File: config.mk
export PLATFORM = sky130hd
export DESIGN_NAME = pc_stack_unit
export DESIGN_NICKNAME = d
export VERILOG_FILES = /design/src/rtl/pc_stack_unit.sv
export SDC_FILE = /design/constraint.sdc
export NUM_CORES = 1
export LEC_CHECK = 0
export CAP_MARGIN = 20
export CORE_MARGIN = 1.5
export CORE_UTILIZATION = 57
export DETAILED_ROUTE_END_ITERATION = 8
export GPL_TIMING_DRIVEN = 0
export PLACE_DENSITY_LB_ADDON = 0.12
export SKIP_CTS_REPAIR_TIMING = 1
export SLEW_MARGIN = 20
export SYNTH_ARGS = -nofsm -noshare
export SYNTH_HDL_FRONTEND = slang
export SYNTH_SLANG_ARGS = --single-unit
export TNS_END_PERCENT = 5
File: constraint.sdc
create_clock -name clk -period 3.64 [get_ports clk]
set_clock_uncertainty 0.1 [all_clocks]
set_input_delay 0.728 -clock clk [delete_from_list [all_inputs] [get_ports clk]]
set_output_delay 0.728 -clock clk [all_outputs]
set_load 0.01 [all_outputs]
File: src/rtl/pc_stack_unit.sv
// Program counter with an internal hardware return stack for call/return linkage.
// Next PC is chosen from PC+1, an absolute jump, a relative branch, or the stack top.
module pc_stack_unit #(
  parameter int unsigned PC_WIDTH     = 12,
  parameter int unsigned STACK_DEPTH  = 8,
  parameter int unsigned PTR_WIDTH    = 4,
  parameter int unsigned OFFSET_WIDTH = 8
) (
  input  logic                    clk,
  input  logic                    rst,
  input  logic                    enablePC,
  input  logic [1:0]              selectAdress,
  input  logic [PC_WIDTH-1:0]     jumpTarget,
  input  logic [OFFSET_WIDTH-1:0] branchOffset,
  input  logic                    push,
  input  logic                    pop,
  input  logic                    RET,
  output logic [PC_WIDTH-1:0]     pc,
  output logic [PC_WIDTH-1:0]     stackTop,
  output logic                    stackEmpty,
  output logic                    stackFull,
  output logic [PTR_WIDTH-1:0]    callDepth,
  output logic                    stackOverflow,
  output logic                    stackUnderflow
);

  localparam int unsigned IDX_W = (STACK_DEPTH > 1) ? $clog2(STACK_DEPTH) : 1;

  logic [PC_WIDTH-1:0]  stackMem [STACK_DEPTH];
  logic [PTR_WIDTH-1:0] sp;
  logic [PTR_WIDTH-1:0] spNext;
  logic [PC_WIDTH-1:0]  pcNext;
  logic [PC_WIDTH-1:0]  inc;
  logic [PC_WIDTH-1:0]  offsetExt;
  logic [1:0]           src;
  logic                 ovfNext;
  logic                 udfNext;
  logic                 wrEn;
  logic [IDX_W-1:0]     wrIdx;
  logic [IDX_W-1:0]     topIdx;

  assign stackEmpty = (sp == '0);
  assign stackFull  = (sp == PTR_WIDTH'(STACK_DEPTH));
  assign callDepth  = sp;
  assign topIdx     = IDX_W'(sp - PTR_WIDTH'(1));
  assign stackTop   = stackEmpty ? '0 : stackMem[topIdx];
  assign offsetExt  = {{(PC_WIDTH-OFFSET_WIDTH){branchOffset[OFFSET_WIDTH-1]}}, branchOffset};

  // Next-PC selection and stack pointer / flag update
  always_comb begin
    inc     = pc + PC_WIDTH'(1);
    src     = RET ? 2'b11 : selectAdress;
    pcNext  = pc;
    spNext  = sp;
    ovfNext = stackOverflow;
    udfNext = stackUnderflow;
    wrEn    = 1'b0;
    wrIdx   = IDX_W'(sp);
    if (enablePC) begin
      case (src)
        2'b00:   pcNext = inc;
        2'b01:   pcNext = jumpTarget;
        2'b10:   pcNext = inc + offsetExt;
        default: begin
          // Returning from an empty stack keeps the current PC
          if (stackEmpty) udfNext = 1'b1;
          else            pcNext  = stackTop;
        end
      endcase
      if (push && pop && !stackEmpty) begin
        wrEn  = 1'b1;
        wrIdx = topIdx;
      end else if (push) begin
        if (stackFull) begin
          ovfNext = 1'b1;
        end else begin
          wrEn   = 1'b1;
          spNext = sp + PTR_WIDTH'(1);
        end
      end else if (pop) begin
        if (stackEmpty) udfNext = 1'b1;
        else            spNext  = sp - PTR_WIDTH'(1);
      end
    end
  end

  // State registers
  always_ff @(posedge clk) begin
    if (rst) begin
      pc             <= '0;
      sp             <= '0;
      stackOverflow  <= 1'b0;
      stackUnderflow <= 1'b0;
    end else begin
      pc             <= pcNext;
      sp             <= spNext;
      stackOverflow  <= ovfNext;
      stackUnderflow <= udfNext;
    end
  end

  // Stack storage needs no reset: entries above sp are never observed
  always_ff @(posedge clk) begin
    if (!rst && wrEn) stackMem[wrIdx] <= inc;
  end

endmodule

==> results of run 1 <==
-- final timing paths --
kind                            cells past startpoint            end
worst max register to register                     11         pc[11]
worst min-delay path                                2  stackOverflow
worst min register to register                      2  stackOverflow
worst max-delay path                                9    stackTop[8]
-- sequential cells by signal (all words and copies together), names as in the netlist --
name / flops
callDepth: 4
stackUnderflow: 1
pc: 12
stackOverflow: 1
stackMem: 96
-- worst max-delay path: stages, from the launching register on --
cell             delay (ns)
dfxtp_4                0.40
buf_12                 0.12
buf_8                  0.15
clkinvlp_4             0.13
ha_4                   0.21
or3b_1                 0.22
buf_6                  0.20
clkinvlp_4             0.17
a21oi_2                0.26
clkdlybuf4s50_1        0.59
-- through the flow --
step                      TNS (ns)  setup slack [ns]
after global routing        -0.287            -0.257
after CTS                   -11.92             -1.06
after floorplan                  0             0.604
final                       -0.158            -0.158
after detailed placement     -3.79            -0.443
after global placement       -9.84            -0.413
-- placed cells by master, fill, tap and decap left out, types with 3 or more instances in the layout --
master and instances:
nand3_1 9, nand2_1 53, xor2_1 10, a21oi_1 22, nor2_2 8, dlymetal6s2s_1 12, buf_6 3, a21o_1 7
clkinv_2 3, clkbuf_1 13, mux4_2 24, or2_2 3, a211oi_1 3, ha_1 21, nor2_1 29, a221oi_1 4
edfxtp_1 96, a21oi_2 7, a221o_1 7, o21ai_0 6, inv_1 9, buf_2 5, nand4_1 10, buf_4 7
xnor2_1 13, dfxtp_1 17, xnor2_2 3, clkinv_1 6, buf_12 3, a21oi_4 4, clkdlybuf4s50_1 45, clkbuf_16 16
-- cell usage after synthesis, types with 3 or more instances --
| master | number | share of area [%] |
|---|---|---|
| a211oi_1 | 3 | 0.40 |
| a21o_1 | 7 | 0.94 |
| a21oi_1 | 33 | 2.9 |
| a221o_1 | 7 | 1.3 |
| a221oi_1 | 4 | 0.62 |
| buf_2 | 9 | 0.80 |
| clkbuf_1 | 10 | 0.67 |
| dfxtp_1 | 18 | 6.4 |
| edfxtp_1 | 96 | 51 |
| ha_1 | 22 | 4.9 |
| inv_1 | 11 | 0.74 |
| mux4_2 | 24 | 9.6 |
| nand2_1 | 53 | 3.5 |
| nand3_1 | 9 | 0.80 |
| nand4_1 | 10 | 1.1 |
| nor2_1 | 37 | 2.5 |
| o21ai_0 | 6 | 0.54 |
| or2_2 | 3 | 0.33 |
| xnor2_1 | 16 | 2.5 |
| xor2_1 | 11 | 1.7 |
-- where the power goes --
part	switching (µW)	internal, µW	leakage [µW]
logic	633	518	0.00147
clock network	520	882	0.000246
registers	41.8	1490	0.00102
total	1200	2890	0.00274
-- logic make-up after synthesis --
kind of cell | Yosys count | synth area share [%]
compound gates | 78 | 9.89
simple gates | 125 | 9.89
fa+ha+maj | 23 | 5.27
xor+xnor | 27 | 4.22
flops | 114 | 57.9
buf+inv | 33 | 2.68
mux | 27 | 10.2
-- routing by layer --
metal,GRT usage (%),vias to the layer above,wire [µm]
met5,0,-,0
met4,8.96,0,257
met3,6.43,19,949
met2,45.8,191,7230
met1,36.7,1980,5750
li1,-,1798,-
-- area by class of cell --
cell class | instances | area, µm²
Clock buffer | 22 | 433
Clock inverter | 10 | 67.6
Inverter | 11 | 48.8
Timing Repair Buffer | 63 | 646
Sequential cell | 114 | 3250
Multi-Input combinational cell | 280 | 2350
Tap cell | 133 | 166
Buffer | 22 | 186
Fill cell | 675 | 2500
==> metrics.yaml, run 1 <==
outcome:
  status: "complete, but fails checks"
  violations: "negative setup slack"
power:
  ir_drop_uv: 295
  power_leakage_uw: 0.00274
  p_per_area_nw_per_um2: 572
  p_total_uw: 4080
timing:
  fmax_mhz: 263
  finalCriticalPeriod_ns: 3.80
  hold_viol_final: 0
  slew_headroom_pct: 32.0
  worst_pin_slew_ns: 1.02
  rsz0062_at_grt: "yes"
  setup_violations: 1
  slew_viol_final: 0
  post-route-period-util_pct: 104
  finalWorstSetupSlack_ns: -0.158
  hold_slack_ns: 0.366
clock_tree:
  clk_latency_ns: 0.51
  cts_buffer_depth: 2
  cts_tree: "built"
  h-tree-depth: 4
  clockRootBuffer: "clkbuf_8"
  cts.sinks: 114
  path_clk_slew_ns: 0.06
  cts-buffers-inserted: 17
floorplanning:
  initial_utilization_pct: 58.2
  io_pins: 60
  fp.dieW_um: 102
  std_cell_rows: 36
  core_um2: 9640
  die_h_um: 102
  die_area_um2: 10400
detailed_routing:
  viasPerCell: 6.09
  wl_mm: 14.2
  dr.pass1.iters: 5
  drcViolationCount: 0
  wl_per_cell_um: 21.7
  drt_iter0_drc: 264
  ant_nets: 0
  num_vias: 3988
setup_path:
  timing.rr.start: "pc[2]"
  required_ns: 2.81
  worst_setup_path_end_kind: "output port"
  reg2reg_slack_ns: 0.22
  critPathKind: "register to output port"
  cp.arrival_ns: 2.97
  crit_start: "callDepth[0]"
  setup.worst_path.start_class: "register"
  worstPathMaxFanout: 10
grt:
  grt_overflow: 0
  grt_pass1_wl_mm: 20.4
  grt_pass1_vias: 3746
  grtUsageTotal_pct: 27.8
  grt_antenna_before_repair: 0
  grt_start_max_net_pins: 17
min_path:
  hold_path.class: "register to register"
  min_from: "stackOverflow"
finish:
  fin_util_pct: 74.1
  num-nets-final: 560
  design_area_um2: 7140
  area_growth_syn_to_layout_pct: 27.4
  fin_cells: 655
  layout-drive-gt1-share_pct: 19.3
  antenna_cells: 0
placement:
  dpl_cell_area_um2: 6360
  io_buffer_count: 57
  place.gp.congestion: 0.894
  dp_hpwl_mm: 9.14
  dp_cells: 617
synthesis:
  synth_area_per_cell_um2: 13.1
  ys_seq_area_share_pct: 57.9
  synth.ff_latch_count: 114
  syn_nets: 478
  async_flop_share_pct: 0
  syn-cell-area_um2: 5610
  netlist_instances: 427
  synthFlopType: "edfxtp_1"
  yosys_warnings: 0
  synth_edf_count: 96
  ys_types: 46
run:
  cap_violations: 0
No activity file was read; power rests on OpenSTA's default activity.
==> run 2, diff against run 1 <==
--- a/config.mk
+++ b/config.mk
@@ -11,6 +11,7 @@
 export DETAILED_ROUTE_END_ITERATION = 8
 export GPL_TIMING_DRIVEN = 0
 export PLACE_DENSITY_LB_ADDON = 0.12
+export RECOVER_POWER = 25
 export SKIP_CTS_REPAIR_TIMING = 1
 export SLEW_MARGIN = 20
 export SYNTH_ARGS = -nofsm -noshare
==> run 2 against run 1 <==
  * The run still ends with negative setup slack left
  * Register-to-register slack hardly changed
  * First-iteration DRC count stayed put
  * Clock-buffer cell count stayed put
  * Setup slack better by 0.0029 ns
==> metrics.yaml, run 2 (same netlist as run 1, synthesis figures left out) <==
outcome:
  status: "complete, but fails checks"
  violations: "negative setup slack"
floorplanning:
  fp.dieW_um: 102  # unchanged
  io_pins: 60  # unchanged
  die_h_um: 102  # unchanged
  core_um2: 9640  # unchanged
  initial_utilization_pct: 58.2  # unchanged
  std_cell_rows: 36  # unchanged
  die_area_um2: 10400  # unchanged
min_path:
  hold_end: "stackOverflow"
  hold_depth: 2  # unchanged
  min_from: "stackOverflow"
  hold_path.class: "register to register"
clock_tree:
  cts.sinks: 114  # unchanged
  clk_latency_ns: 0.51  # about the same
  h-tree-depth: 4  # unchanged
  cts_tree: "built"
  cts_buffer_depth: 2  # unchanged
  cts-buffers-inserted: 17  # unchanged
  path_clk_slew_ns: 0.06  # about the same
  clockRootBuffer: "clkbuf_8"
power:
  power_leakage_uw: 0.00274  # about the same
  ir_drop_uv: 296  # about the same
  p_per_area_nw_per_um2: 572  # about the same
finish:
  final_cell_mix: "edfxtp_1, nand2_1, clkdlybuf4s50_1"
  num-nets-final: 560  # unchanged
  regMostFlops: "stackMem"
  fin_cells: 655  # unchanged
  area_growth_syn_to_layout_pct: 27.4  # unchanged
  antenna_cells: 0  # unchanged
  layout-drive-gt1-share_pct: 19.3  # unchanged
  largest_reg_flops: 96  # unchanged
  mostFrequentLayoutCell: "edfxtp_1"
timing:
  fmax_mhz: 263  # about the same
  post-route-period-util_pct: 104  # about the same
  hold_slack_ns: 0.366  # -0.0000270 ns
  setup_violations: 1  # unchanged
  finalWorstSetupSlack_ns: -0.156  # +0.00294 ns
  rsz0062_at_grt: "yes"
  hold_viol_final: 0  # unchanged
  slew_viol_final: 0  # unchanged
  fin_tns_setup_ns: -0.156  # +0.00294 ns
  finalCriticalPeriod_ns: 3.80  # -0.00294 ns
  worst_pin_slew_ns: 1.01  # -0.00445 ns
  slew_headroom_pct: 32.3  # +0.30 points
setup_path:
  setup.worst_path.start_class: "register"
  reg2reg_depth: 11  # unchanged
  worst_path_dominant_cell_family: "buffers and inverters"
  crit_top_cell: "clkinvlp_4"
  timing.rr.start: "pc[2]"
  reg2reg_slack_ns: 0.23  # about the same
  cp_cell_sequence: "buf_12 -> buf_8 -> clkinvlp_4 -> ha_4 -> or3b_1 -> buf_6 -> clkinvlp_4 -> a21oi_2 -> clkdlybuf4s50_1"
  r2r-end: "pc[11]"
  critPathKind: "register to output port"
  critPathSlowestCell: "clkdlybuf4s50_1"
  cp.buffers_inverters: 6  # unchanged
  required_ns: 2.81  # about the same
  worst_setup_path_end_kind: "output port"
  max_stage_delay_ns: 0.59  # about the same
  cp.arrival_ns: 2.97  # about the same
  worstPathMaxFanout: 10  # unchanged
grt:
  grt_antenna_before_repair: 0  # unchanged
  grtUsageTotal_pct: 27.8  # unchanged
  grt_start_max_net_pins: 17  # unchanged
  grt_pass1_wl_mm: 20.4  # unchanged
  grt_pass1_vias: 3746  # unchanged
  grt_overflow: 0  # unchanged
run:
  cap_violations: 0  # unchanged
detailed_routing:
  num_vias: 3978  # -0.25%
  wl_per_cell_um: 21.7  # about the same
  ant_nets: 0  # unchanged
  drcViolationCount: 0  # unchanged
  viasPerCell: 6.07  # -0.25%
  dr.pass1.iters: 5  # unchanged
  wl_mm: 14.2  # about the same
  drt_iter0_drc: 264  # unchanged
placement:
  io_buffer_count: 57  # unchanged
  dp_cells: 617  # unchanged
  dp_hpwl_mm: 9.14  # unchanged
  place.gp.congestion: 0.894  # unchanged
run 2: metal layers:
layer  vias up  global-route usage, %  part of all wire [%]  wire length (µm)
li1       1796                      -                     -                 -
met1      1979                   36.7                    41              5750
met2       186                   45.8                    51              7240
met3        17                   6.43                   6.6               939
met4         0                   8.96                   1.8               253
met5         -                      0                     0                 0
run 2: cell type report:
class / count / area [µm²]
inverters: 11 / 48.8
flip-flops and latches: 114 / 3250
multi-input cells: 280 / 2350
well taps: 133 / 166
fillers: 675 / 2500
plain buffers: 22 / 186
clock inverters: 10 / 67.6
clock buffers: 22 / 433
repair buffers: 63 / 646
run 2: worst min-delay path: cells and delay by family, from the launching register on:
family	cells	cell delay, ns
DFF	1	0.32
and+or+nand+nor	2	0.11
run 2: worst max path at each step:
stage,start,endpoint,slack (ns),cells after the start
after CTS,callDepth[0],stackTop[1],-1.06,9
after floorplan,callDepth[0],stackMem[5][0],0.60,11
after detailed placement,callDepth[0],stackTop[1],-0.44,9
final,callDepth[0],stackTop[8],-0.16,9
after global placement,callDepth[0],stackTop[0],-0.41,9
after global routing,callDepth[0],stackTop[8],-0.26,9
run 2: power breakdown:
| part | switching [µW] | internal (µW) |
|---|---|---|
| Sequential | 41.9 | 1490 |
| Clock | 519 | 882 |
| Combinational | 634 | 518 |
| Total | 1190 | 2890 |
run 2: metrics by stage:
step                      cell area, µm²  worst slack, ns  power [µW]  utilization [%]
after floorplan                     5610            0.604        2150                -
after CTS                           6860            -1.06        3930             71.2
after global routing                7140           -0.257        4240             74.1
final                               7140           -0.156        4080             74.1
after global placement              6340           -0.413        2520             65.8
after detailed placement            6360           -0.443        2530             66.0
